--- config.mk ---
export PLATFORM = sky130hd
export DESIGN_NAME = multi_phase_broadcast_controller_flat
export DESIGN_NICKNAME = d
export VERILOG_FILES = /design/src/rtl/multi_phase_broadcast_controller_if.sv /design/src/rtl/multi_phase_broadcast_controller.sv /design/src/flat_wrapper.sv
export SDC_FILE = /design/constraint.sdc
export NUM_CORES = 1
export LEC_CHECK = 0
export CORE_AREA = 10 10 278 280
export DETAILED_ROUTE_END_ITERATION = 8
export DIE_AREA = 0 0 288 290
export PLACE_DENSITY_LB_ADDON = 0.3
export SKIP_LAST_GASP = 1
export SLEW_MARGIN = 0
export SYNTH_ARGS = -nofsm -noshare
export SYNTH_HDL_FRONTEND = slang
export SYNTH_SLANG_ARGS = --single-unit
--- constraint.sdc ---
create_clock -name clk -period 4.7 [get_ports clk]
set_input_delay 0.94 -clock clk [delete_from_list [all_inputs] [get_ports clk]]
set_output_delay 0.94 -clock clk [all_outputs]
set_load 0.03 [all_outputs]
--- src/rtl/multi_phase_broadcast_controller_if.sv ---
// Bus bundle between the broadcast controller and the cell array.
// The master side is the controller; the slave side is the cells plus write-back logic.
interface multi_phase_broadcast_controller_if #(
    parameter int unsigned NUM_CELLS         = 64,
    parameter int unsigned PARTICLE_ID_WIDTH = 7,
    parameter int unsigned NUM_PHASES        = 2,
    parameter int unsigned ITER_CNT_WIDTH    = 16
);
    localparam int unsigned PHASE_WIDTH = ($clog2(NUM_PHASES) > 1) ? $clog2(NUM_PHASES) : 1;

    logic                                   iter_start;
    logic [NUM_CELLS-1:0]                   cell_mask;
    logic [NUM_CELLS*PARTICLE_ID_WIDTH-1:0] particle_num;
    logic [NUM_CELLS-1:0]                   back_pressure;
    logic [NUM_CELLS-1:0]                   filter_buffer_empty;
    logic [NUM_CELLS-1:0]                   reading_done;
    logic                                   all_force_wr_issued;
    logic                                   all_ref_wb_issued;

    logic                                   all_reading_done;
    logic                                   all_filter_buffer_empty;
    logic [PARTICLE_ID_WIDTH-1:0]           particle_id;
    logic [PARTICLE_ID_WIDTH-1:0]           ref_id;
    logic [PHASE_WIDTH-1:0]                 phase;
    logic                                   reading_particle_num;
    logic                                   pause_reading;
    logic                                   goto_next_ref;
    logic                                   busy;
    logic                                   iter_done;
    logic [ITER_CNT_WIDTH-1:0]              iter_count;

    modport master (
        input  iter_start, cell_mask, particle_num, back_pressure, filter_buffer_empty,
               reading_done, all_force_wr_issued, all_ref_wb_issued,
        output all_reading_done, all_filter_buffer_empty, particle_id, ref_id, phase,
               reading_particle_num, pause_reading, goto_next_ref, busy, iter_done, iter_count
    );

    modport slave (
        output iter_start, cell_mask, particle_num, back_pressure, filter_buffer_empty,
               reading_done, all_force_wr_issued, all_ref_wb_issued,
        input  all_reading_done, all_filter_buffer_empty, particle_id, ref_id, phase,
               reading_particle_num, pause_reading, goto_next_ref, busy, iter_done, iter_count
    );
endinterface

--- src/rtl/multi_phase_broadcast_controller.sv ---
// Sequences neighbour-id broadcasts over several phases per reference particle and
// steps the reference id until every cell reports its reading is done.
module multi_phase_broadcast_controller #(
    parameter int unsigned NUM_CELLS         = 64,
    parameter int unsigned PARTICLE_ID_WIDTH = 7,
    parameter int unsigned NUM_PHASES        = 2,
    parameter int unsigned START_WAIT_CYCLES = 10,
    parameter int unsigned ITER_CNT_WIDTH    = 16
) (
    input logic clk,
    input logic rst,
    multi_phase_broadcast_controller_if.master bus
);
    localparam int unsigned PHASE_WIDTH = ($clog2(NUM_PHASES) > 1) ? $clog2(NUM_PHASES) : 1;

    localparam logic [PHASE_WIDTH-1:0]       LAST_PHASE = PHASE_WIDTH'(NUM_PHASES - 1);
    localparam logic [7:0]                   WAIT_LAST  = 8'(START_WAIT_CYCLES - 1);
    localparam logic [PARTICLE_ID_WIDTH-1:0] ID_ZERO    = '0;
    localparam logic [PARTICLE_ID_WIDTH-1:0] ID_ONE     = PARTICLE_ID_WIDTH'(1);

    typedef enum logic [2:0] {
        StIdle,
        StStartWait,
        StReadNum,
        StReading,
        StWaitPhase,
        StWaitNextRef
    } state_e;

    state_e                       state_q, state_d;
    logic [7:0]                   wait_cnt_q, wait_cnt_d;
    logic                         ref_advanced_q, ref_advanced_d;
    logic [PARTICLE_ID_WIDTH-1:0] particle_id_q, particle_id_d;
    logic [PARTICLE_ID_WIDTH-1:0] ref_id_q, ref_id_d;
    logic [PHASE_WIDTH-1:0]       phase_q, phase_d;
    logic                         read_num_q, read_num_d;
    logic                         pause_q, pause_d;
    logic                         iter_done_q, iter_done_d;
    logic [ITER_CNT_WIDTH-1:0]    iter_count_q, iter_count_d;

    logic [NUM_CELLS-1:0] cell_bc_done;
    logic                 all_bc_done;
    logic                 any_stall;
    logic                 all_rd_done;
    logic                 all_fb_empty;

    // A masked-off cell is always considered finished; mask and counts are used live.
    for (genvar g = 0; g < int'(NUM_CELLS); g++) begin : gen_cell_done
        assign cell_bc_done[g] = ~bus.cell_mask[g] |
            (particle_id_q > bus.particle_num[g*PARTICLE_ID_WIDTH +: PARTICLE_ID_WIDTH]);
    end

    assign all_bc_done  = &cell_bc_done;
    assign any_stall    = |(bus.back_pressure & bus.cell_mask);
    assign all_rd_done  = &(bus.reading_done | ~bus.cell_mask);
    assign all_fb_empty = &(bus.filter_buffer_empty | ~bus.cell_mask);

    always_ff @(posedge clk) begin
        if (!rst) begin
            state_q        <= StIdle;
            wait_cnt_q     <= '0;
            ref_advanced_q <= 1'b0;
            particle_id_q  <= ID_ZERO;
            ref_id_q       <= ID_ONE;
            phase_q        <= '0;
            read_num_q     <= 1'b0;
            pause_q        <= 1'b1;
            iter_done_q    <= 1'b0;
            iter_count_q   <= '0;
        end else begin
            state_q        <= state_d;
            wait_cnt_q     <= wait_cnt_d;
            ref_advanced_q <= ref_advanced_d;
            particle_id_q  <= particle_id_d;
            ref_id_q       <= ref_id_d;
            phase_q        <= phase_d;
            read_num_q     <= read_num_d;
            pause_q        <= pause_d;
            iter_done_q    <= iter_done_d;
            iter_count_q   <= iter_count_d;
        end
    end

    always_comb begin
        state_d        = state_q;
        wait_cnt_d     = wait_cnt_q;
        ref_advanced_d = ref_advanced_q;
        particle_id_d  = particle_id_q;
        ref_id_d       = ref_id_q;
        phase_d        = phase_q;
        read_num_d     = read_num_q;
        pause_d        = pause_q;
        iter_done_d    = 1'b0;
        iter_count_d   = iter_count_q;

        case (state_q)
            StIdle: begin
                ref_id_d      = ID_ONE;
                phase_d       = '0;
                particle_id_d = ID_ZERO;
                pause_d       = 1'b1;
                read_num_d    = 1'b0;
                if (bus.iter_start) begin
                    state_d    = StStartWait;
                    wait_cnt_d = '0;
                end
            end
            StStartWait: begin
                wait_cnt_d = wait_cnt_q + 8'd1;
                if (wait_cnt_q == WAIT_LAST) begin
                    state_d       = StReadNum;
                    read_num_d    = 1'b1;
                    pause_d       = 1'b0;
                    particle_id_d = ID_ZERO;
                end
            end
            StReadNum: begin
                state_d       = StReading;
                particle_id_d = ID_ONE;
                read_num_d    = 1'b0;
                pause_d       = 1'b0;
            end
            StReading: begin
                if (all_bc_done) begin
                    particle_id_d = ID_ONE;
                    pause_d       = 1'b1;
                    if (phase_q < LAST_PHASE) begin
                        state_d = StWaitPhase;
                    end else begin
                        state_d        = StWaitNextRef;
                        ref_advanced_d = 1'b0;
                    end
                end else if (any_stall) begin
                    pause_d = 1'b1;
                end else begin
                    particle_id_d = particle_id_q + 1'b1;
                    pause_d       = 1'b0;
                end
            end
            StWaitPhase: begin
                if (all_fb_empty) begin
                    phase_d = phase_q + 1'b1;
                    pause_d = 1'b0;
                    state_d = StReading;
                end else begin
                    pause_d = 1'b1;
                end
            end
            StWaitNextRef: begin
                if (all_rd_done && bus.all_force_wr_issued) begin
                    state_d        = StIdle;
                    iter_done_d    = 1'b1;
                    iter_count_d   = iter_count_q + 1'b1;
                    ref_id_d       = ID_ONE;
                    phase_d        = '0;
                    particle_id_d  = ID_ZERO;
                    pause_d        = 1'b1;
                    ref_advanced_d = 1'b0;
                end else if (all_rd_done) begin
                    pause_d = 1'b1;
                end else if (all_fb_empty && !ref_advanced_q) begin
                    // Bump the reference only once per drain; write-back gates the restart.
                    ref_id_d       = ref_id_q + 1'b1;
                    ref_advanced_d = 1'b1;
                end else if (ref_advanced_q && bus.all_ref_wb_issued) begin
                    phase_d = '0;
                    pause_d = 1'b0;
                    state_d = StReading;
                end else begin
                    pause_d = 1'b1;
                end
            end
            default: state_d = StIdle;
        endcase
    end

    assign bus.all_reading_done        = all_rd_done;
    assign bus.all_filter_buffer_empty = all_fb_empty;
    assign bus.particle_id             = particle_id_q;
    assign bus.ref_id                  = ref_id_q;
    assign bus.phase                   = phase_q;
    assign bus.reading_particle_num    = read_num_q;
    assign bus.pause_reading           = pause_q;
    assign bus.busy                    = (state_q != StIdle);
    assign bus.iter_done               = iter_done_q;
    assign bus.iter_count              = iter_count_q;
    assign bus.goto_next_ref = ((state_q == StWaitPhase) && all_fb_empty) ||
        ((state_q == StWaitNextRef) && !all_rd_done && ref_advanced_q && bus.all_ref_wb_issued);
endmodule

--- src/flat_wrapper.sv ---
// flat-port wrapper written by rule: the top's interface ports become plain ports
module multi_phase_broadcast_controller_flat 
#(
    parameter int unsigned NUM_CELLS         = 64,
    parameter int unsigned PARTICLE_ID_WIDTH = 7,
    parameter int unsigned NUM_PHASES        = 2,
    parameter int unsigned START_WAIT_CYCLES = 10,
    parameter int unsigned ITER_CNT_WIDTH    = 16
)
  (clk, rst, bus_iter_start, bus_cell_mask, bus_particle_num, bus_back_pressure, bus_filter_buffer_empty, bus_reading_done, bus_all_force_wr_issued, bus_all_ref_wb_issued, bus_all_reading_done, bus_all_filter_buffer_empty, bus_particle_id, bus_ref_id, bus_phase, bus_reading_particle_num, bus_pause_reading, bus_goto_next_ref, bus_busy, bus_iter_done, bus_iter_count);
  multi_phase_broadcast_controller_if #(.NUM_CELLS(NUM_CELLS), .PARTICLE_ID_WIDTH(PARTICLE_ID_WIDTH), .NUM_PHASES(NUM_PHASES), .ITER_CNT_WIDTH(ITER_CNT_WIDTH)) bus_i ();
  input logic clk;
  input logic rst;
  input wire logic [$bits(bus_i.iter_start)-1:0] bus_iter_start;
  input wire logic [$bits(bus_i.cell_mask)-1:0] bus_cell_mask;
  input wire logic [$bits(bus_i.particle_num)-1:0] bus_particle_num;
  input wire logic [$bits(bus_i.back_pressure)-1:0] bus_back_pressure;
  input wire logic [$bits(bus_i.filter_buffer_empty)-1:0] bus_filter_buffer_empty;
  input wire logic [$bits(bus_i.reading_done)-1:0] bus_reading_done;
  input wire logic [$bits(bus_i.all_force_wr_issued)-1:0] bus_all_force_wr_issued;
  input wire logic [$bits(bus_i.all_ref_wb_issued)-1:0] bus_all_ref_wb_issued;
  output wire logic [$bits(bus_i.all_reading_done)-1:0] bus_all_reading_done;
  output wire logic [$bits(bus_i.all_filter_buffer_empty)-1:0] bus_all_filter_buffer_empty;
  output wire logic [$bits(bus_i.particle_id)-1:0] bus_particle_id;
  output wire logic [$bits(bus_i.ref_id)-1:0] bus_ref_id;
  output wire logic [$bits(bus_i.phase)-1:0] bus_phase;
  output wire logic [$bits(bus_i.reading_particle_num)-1:0] bus_reading_particle_num;
  output wire logic [$bits(bus_i.pause_reading)-1:0] bus_pause_reading;
  output wire logic [$bits(bus_i.goto_next_ref)-1:0] bus_goto_next_ref;
  output wire logic [$bits(bus_i.busy)-1:0] bus_busy;
  output wire logic [$bits(bus_i.iter_done)-1:0] bus_iter_done;
  output wire logic [$bits(bus_i.iter_count)-1:0] bus_iter_count;
  assign bus_i.iter_start = bus_iter_start;
  assign bus_i.cell_mask = bus_cell_mask;
  assign bus_i.particle_num = bus_particle_num;
  assign bus_i.back_pressure = bus_back_pressure;
  assign bus_i.filter_buffer_empty = bus_filter_buffer_empty;
  assign bus_i.reading_done = bus_reading_done;
  assign bus_i.all_force_wr_issued = bus_all_force_wr_issued;
  assign bus_i.all_ref_wb_issued = bus_all_ref_wb_issued;
  assign bus_all_reading_done = bus_i.all_reading_done;
  assign bus_all_filter_buffer_empty = bus_i.all_filter_buffer_empty;
  assign bus_particle_id = bus_i.particle_id;
  assign bus_ref_id = bus_i.ref_id;
  assign bus_phase = bus_i.phase;
  assign bus_reading_particle_num = bus_i.reading_particle_num;
  assign bus_pause_reading = bus_i.pause_reading;
  assign bus_goto_next_ref = bus_i.goto_next_ref;
  assign bus_busy = bus_i.busy;
  assign bus_iter_done = bus_i.iter_done;
  assign bus_iter_count = bus_i.iter_count;
  multi_phase_broadcast_controller #(.NUM_CELLS(NUM_CELLS), .PARTICLE_ID_WIDTH(PARTICLE_ID_WIDTH), .NUM_PHASES(NUM_PHASES), .START_WAIT_CYCLES(START_WAIT_CYCLES), .ITER_CNT_WIDTH(ITER_CNT_WIDTH)) u_core (.clk(clk), .rst(rst), .bus(bus_i));
endmodule
# After elaboration in Yosys (flattened, before gate mapping)
# Index checks and enable logic that the tools add are counted.
# word_totals
register_bits	46
inputBits	709
out_inout_bits	38
wordCells	309
# op_classes
addsub	5
magnitude_cmp	65
eq_ne	18
muxes	45
n_bitwise	132
n_reduce_logical	34
# ops
op	n
7-bit > comparator	64
64-bit AND reduction	3
64-bit bitwise OR	2
64-bit AND	1
1-bit NOT	64
64-bit NOT	1
1-bit bitwise OR	64
64-bit OR reduction	1
7-bit 2-to-1 mux	7
7-bit case mux with 5 select lines	1
3-bit 2-to-1 mux	8
1-bit 2-to-1 mux	21
3-bit case mux with 6 select lines	1
16-bit by 1-bit adder with 16-bit output (second input constant)	1
8-bit case mux with 2 select lines	1
7-bit by 1-bit adder with 7-bit output (second input constant)	2
7-bit case mux with 2 select lines	1
5-bit AND reduction	2
8-bit by 1-bit adder with 8-bit output (second input constant)	1
8-bit by 4-bit equality test with 1-bit output (second input constant)	1
8-bit 2-to-1 mux	1
2-bit by 1-bit inequality test with 1-bit output (second input constant)	4
2-bit AND reduction	4
2-bit nonzero test	4
other kinds (24)	39

# Logic depth before layout (Yosys ltp)
# logic_depth
word_depth	8
ltp_mapped	12
mapped_depth_nobuf	11

# Worst setup path after synthesis
# OpenSTA, ideal clock, no wires.
# synth_path
kind	reg2reg
from	register u_core.particle_id_q[4], in the netlist u_core.bus.particle_id[4]
to	register u_core.state_q[0]
setup_time_ns	0.125
arrival_ns	4.454
required_ns	4.575
setup_slack_ns	0.121
stages_incl_launch_ff	12
n_path_buf	1
synth_period_minus_slack_ns	4.579
cell_sequence	dfxtp_1 ha_1 nand4_1 nor2_1 nor4_1 o311ai_0 or4_1 nor4_1 and3_1 clkbuf_1 nor2_1 o41a_1
# synth_via
elab_chain_cells	5
elab_cells_between_ends	131
cone_classes	64 x order compare; 1 x eq/ne; 64 x bitwise; 2 x reduce/logical
# synth_rtl
element	line_no	text
start, declared	multi_phase_broadcast_controller.sv:33	logic [PARTICLE_ID_WIDTH-1:0] particle_id_q, particle_id_d;
start signal, assigned	multi_phase_broadcast_controller.sv:74	particle_id_q <= particle_id_d;
7-bit > comparator	multi_phase_broadcast_controller.sv:50	(particle_id_q > bus.particle_num[g*PARTICLE_ID_WIDTH +: PARTICLE_ID_WIDTH]);
1-bit bitwise OR	multi_phase_broadcast_controller.sv:49	assign cell_bc_done[g] = ~bus.cell_mask[g] |
64-bit AND reduction *	multi_phase_broadcast_controller.sv:53	assign all_bc_done = &cell_bc_done;
2-bit by 1-bit inequality test with 1-bit output (no source line) *	-	
7-bit AND reduction (no source line) *	-	
end signal, assigned	multi_phase_broadcast_controller.sv:60	state_q <= StIdle;
end signal, assigned	multi_phase_broadcast_controller.sv:71	state_q <= state_d;
end, declared	multi_phase_broadcast_controller.sv:30	state_e state_q, state_d;
# Every way passes the cells marked *; elsewhere a longest branch is shown, timed or not.
# A chain may end at the register's enable or synchronous reset.

# Final worst setup path
# layout_path
from	input bus_cell_mask[18]
to	output bus_goto_next_ref
# layout_via
elab_chain_cells	8
elab_cells_between_ends	11
cone_classes	3 x bitwise; 8 x reduce/logical
# layout_rtl
element	line_no	text
start, declared	flat_wrapper.sv:15	input wire logic [$bits(bus_i.cell_mask)-1:0] bus_cell_mask;
64-bit NOT *	multi_phase_broadcast_controller.sv:55, multi_phase_broadcast_controller.sv:56	
64-bit bitwise OR	multi_phase_broadcast_controller.sv:55	assign all_rd_done = &(bus.reading_done | ~bus.cell_mask);
64-bit AND reduction	multi_phase_broadcast_controller.sv:55	
1-bit logical NOT	multi_phase_broadcast_controller.sv:188	((state_q == StWaitNextRef) && !all_rd_done && ref_advanced_q && bus.all_ref_wb_issued);
1-bit logical AND (3 in series)	multi_phase_broadcast_controller.sv:188	
1-bit logical OR *	multi_phase_broadcast_controller.sv:187	assign bus.goto_next_ref = ((state_q == StWaitPhase) && all_fb_empty) ||
end, declared	flat_wrapper.sv:29	output wire logic [$bits(bus_i.goto_next_ref)-1:0] bus_goto_next_ref;
# Marks and branches as above.

==> flow_summary_export.csv <==
group,metric,value,unit
worst_setup_path,worst-path-max-fanout,5,
layout,drive_above_1_share,6.82,%
grt,grt_overflow_total,0,
logic_synthesis,flops_latches_synth,46,
grt,grt.total_usage,24.8,%
layout,syn_to_final_growth,68.4,%
logic_synthesis,post_synthesis_sequential_area_ratio,6.14,%
logic_synthesis,postSynth.topFlopCell,"dfxtp_1",
power_and_ir_drop,clockPowerShare,17.3,%
sta,fmax,220,MHz
cts,cts_sink_cnt,46,
sta,worst-slew-pin-transition,1060,ps
die,io_pins,747,
worst_setup_path,worst-setup-path-type,"in -> out",
logic_synthesis,synth-async-reset-ratio,0,%
grt,vias_in_the_first_global_route,19300,
power_and_ir_drop,power_leakage,0.0120,uW
sta,final_min_period_over_clock_period,96.6,%
worst_setup_path,worst_r2r_path_depth,12,
drt,remaining_design_rule_violation_count,0,
die,floorplan.core_area,0.0714,mm2
layout,final-instance-count-excl-fill,3905,
sta,report.final.slew_viol_count,0,
worst_setup_path,critical-path-max-stage-delay,470,ps
logic_synthesis,syn_area_per_cell,7.35,um2
drt,dr.first_iter.drc_count,1216,
worst_setup_path,crit_end,"bus_goto_next_ref",
sta,clock-skew-final,9.91,ps
layout,fill_cells,7647,
worst_setup_path,rrSetupSlack,190,ps
grt,grt_max_degree,44,
drt,vias_per_cell,4.84,
worst_setup_path,crit_required,3760,ps
drt,drt-pass1-iter-count,5,
drt,dr_total_vias,18900,
logic_synthesis,synthCells,2041,
place,placedCellCount,3875,
sta,setup-violations-final,0,
cts,clock_tree_from_tritoncts,"built",
worst_setup_path,regToRegEndpoint,"u_core.state_q[0]$_SDFFE_PN0P_",
drt,final_antenna_net_count,0,
logic_synthesis,syn-num-nets,3203,
logic_synthesis,post_synth_instance_area,0.0150,mm2
layout,layout.core_utilization,35.4,%
logic_synthesis,synth.distinct_cells,63,
layout,sequential_cell_area,943,um2
drt,detail_route.wirelength,109000,um
sta,final_period_minus_worst_setup_slack,4540,ps
cts,clk_latency,300,ps
cts,cts_inserted_buffers,5,
worst_setup_path,cp_cell_sequence,"clkdlybuf4s50_1 -> buf_4 -> nor2b_1 -> a2111oi_1 -> nand4_1 -> buf_4 -> nor4_4 -> buf_4 -> nand3b_1 -> o21ai_2 -> buf_12",
cts,clock_tree.buffer_depth,2,
run_status,outcome,"finished, final reports clean",
power_and_ir_drop,internal_power,1410,uW
die,floorplan.initialDensity,21.0,%
worst_setup_path,crit-reg2reg-launch,"u_core.bus.particle_id[4]$_SDFFE_PN0P_",
cts,ctsHtreeMaxLevel,2,
logic_synthesis,synth_enable_flop_cells,0,
cts,clk_transition_reported_paths,70,ps
sta,finalHoldViolCount,0,
layout,multi_input_area,0.0125,mm2
worst_setup_path,critPathLaunchType,"primary input",
worst_setup_path,crit_top_cell,"buf_4",
power_and_ir_drop,power.sequential.fraction,18.3,%
sta,max-slew-margin-rel,28.2,%
power_and_ir_drop,power_per_cell_area,85.7,mW/mm2
layout,nNetsFinal,4094,
worst_hold_path,hold_path_class,"reg -> reg",
worst_setup_path,worstSetupEndpointType,"primary output",
drt,detail_route.wl_per_cell,27.8,um
cts,root_buf_cell,"clkbuf_16",
place,buffer_ports.inserted,746,
worst_setup_path,worst-endpoint-arrival,3600,ps
die,floorplan.die.height,290,um
power_and_ir_drop,sw_frac_of_total,34.9,%
grt,grt_pass1_wl,148000,um
place,dpl.hpwl,97100,um
power_and_ir_drop,worst_vdd_ir,187,uV
place,routabilityCongestion,0.961,
die,fp-row-count,98,
power_and_ir_drop,total_switching_power,756,uW
power_and_ir_drop,power_frac_comb,64.4,%
job,maxCapViolCount,0,
die,design.die.area,0.0835,mm2
grt,grt_antenna_before_repair,45,
worst_setup_path,timing.critical_path.from,"bus_cell_mask[18]",
worst_setup_path,worst_path_max_delay_cell,"nor4_4",
die,die_width,288,um
logic_synthesis,synth.yosys.warnings,0,
-- registers in the layout, indices dropped and copies added, names as in the netlist --
name and flops:
u_core.bus.reading_particle_num 1, u_core.bus.phase 1, u_core.bus.ref_id 7, u_core.wait_cnt_q 8, u_core.ref_advanced_q 1, u_core.bus.particle_id 7, u_core.bus.pause_reading 1, u_core.state_q 3
u_core.bus.iter_count 16, u_core.bus.iter_done 1
-- critical path: cells and delay by family --
kind	cells	cell delay (ps)
compound gates	2	510
simple gates	4	970
buf+inv	5	1150
-- synth_stat cells, drive strengths merged, types with 4 or more instances --
cell type / instances / area (um2)
ha: 453 / 5670
inv: 449 / 1690
nand4: 153 / 957
a21oi: 139 / 707
nor2: 131 / 492
nor2b: 114 / 713
o21ai: 89 / 445
a211oi: 51 / 383
nand3b: 49 / 368
nor4b: 47 / 412
dfxtp: 46 / 921
nand2: 39 / 154
a2111oi: 30 / 297
nor4: 30 / 209
nand3: 21 / 105
and2: 17 / 106
nand2b: 15 / 93.8
o2111ai: 14 / 123
a22oi: 13 / 97.6
clkbuf: 11 / 41.3
xor2: 11 / 96.3
a221oi: 10 / 87.6
a22o: 10 / 87.6
or3: 10 / 67.6
a21boi: 9 / 67.6
a21o: 9 / 67.6
and3: 9 / 56.3
nor3: 8 / 40.0
xnor2: 6 / 52.6
o21a: 5 / 37.5
o22ai: 4 / 25.0
-- stage by stage --
step                      power (uW)  TNS, ps  instance area [um2]  worst slack (ps)  hold slack (ps)
after floorplan                  803        0                15000               121              438
after global placement          1780   -19760                24900             -1060              468
after detailed placement        1790   -19150                24900             -1110              478
after CTS                       2180        0                25200              31.7              490
after global routing            2300    -5.57                25200             -5.57              545
final                           2160        0                25300               161              493
-- logic make-up after synthesis --
logic type,count (synthesis),share of synthesized area (%)
AOI/OAI and AO/OA,403,17.4
xor gates and xnor gates,17,0.993
adders and majority gates,453,37.8
buffers and inverters,462,11.6
DFF,46,6.14
muxes,1,0.0667
and+or+nand+nor,659,26.0
-- what timing repair did --
item / 4_1_cts / 5_1_grt
gates resized for setup: 40 / 2
endpoints found under the hold margin: 0 / 0
hold buffers: 0 / 0
setup endpoints to repair: 26 / 1
pin swaps: 3 / 1
cloned: 0 / 0
setup buffers: 0 / 0
-- power groups by stage --
| stage | Combinational, uW | Sequential [uW] | Clock (uW) |
|---|---|---|---|
| floorplan | 394 | 409 | 0 |
| global placement | 1380 | 405 | 0 |
| detailed placement | 1380 | 405 | 0 |
| CTS | 1400 | 396 | 384 |
| global route | 1510 | 397 | 397 |
| finish | 1390 | 396 | 374 |
-- layout make-up --
class	instances	share of cell area, %
inverters	449	6.68
well taps	950	4.71
clock buffers	6	0.550
clock inverters	2	0.0495
multi-input cells	1533	49.6
diodes	22	0.218
repair buffers	897	34.5
flip-flops and latches	46	3.73
-- metal layers --
layer	vias to the layer above	GRT usage, %	share of wire, %
met1	8850	31.3	43
met5	-	0	0.11
met3	89	6.11	8.6
li1	9157	-	-
met4	20	5.22	1.7
met2	793	41.8	47
-- how the worst min path moves through the flow --
stage	start	to	slack, ps	cells past startpoint
2_1_floorplan	u_core.wait_cnt_q[5]$_SDFFE_PN0P_	u_core.wait_cnt_q[5]$_SDFFE_PN0P_	440	1
3_3_place_gp	u_core.wait_cnt_q[5]$_SDFFE_PN0P_	u_core.wait_cnt_q[5]$_SDFFE_PN0P_	470	1
3_5_place_dp	u_core.bus.pause_reading$_SDFFE_PN1P_	u_core.bus.pause_reading$_SDFFE_PN1P_	480	2
4_1_cts	u_core.wait_cnt_q[5]$_SDFFE_PN0P_	u_core.wait_cnt_q[5]$_SDFFE_PN0P_	490	1
5_1_grt	u_core.bus.pause_reading$_SDFFE_PN1P_	u_core.bus.pause_reading$_SDFFE_PN1P_	550	2
6_report	u_core.bus.pause_reading$_SDFFE_PN1P_	u_core.bus.pause_reading$_SDFFE_PN1P_	490	2
-- cells in the final DEF (no fill, tap or decap), drive strengths merged, types with 14 or more instances in the layout --
cell and n:
ha 453, o21ai 89, clkdlybuf4s50 734, nor2 131
nor4 30, a2111oi 30, o2111ai 14, nand3b 49
dfxtp 46, a21oi 139, nand4 153, nand3 21
a211oi 51, nand2b 15, diode 22, and2 17
nor4b 47, nand2 39, inv 448, nor2b 114
buf 154
No activity file was read; power rests on OpenSTA's default activity.
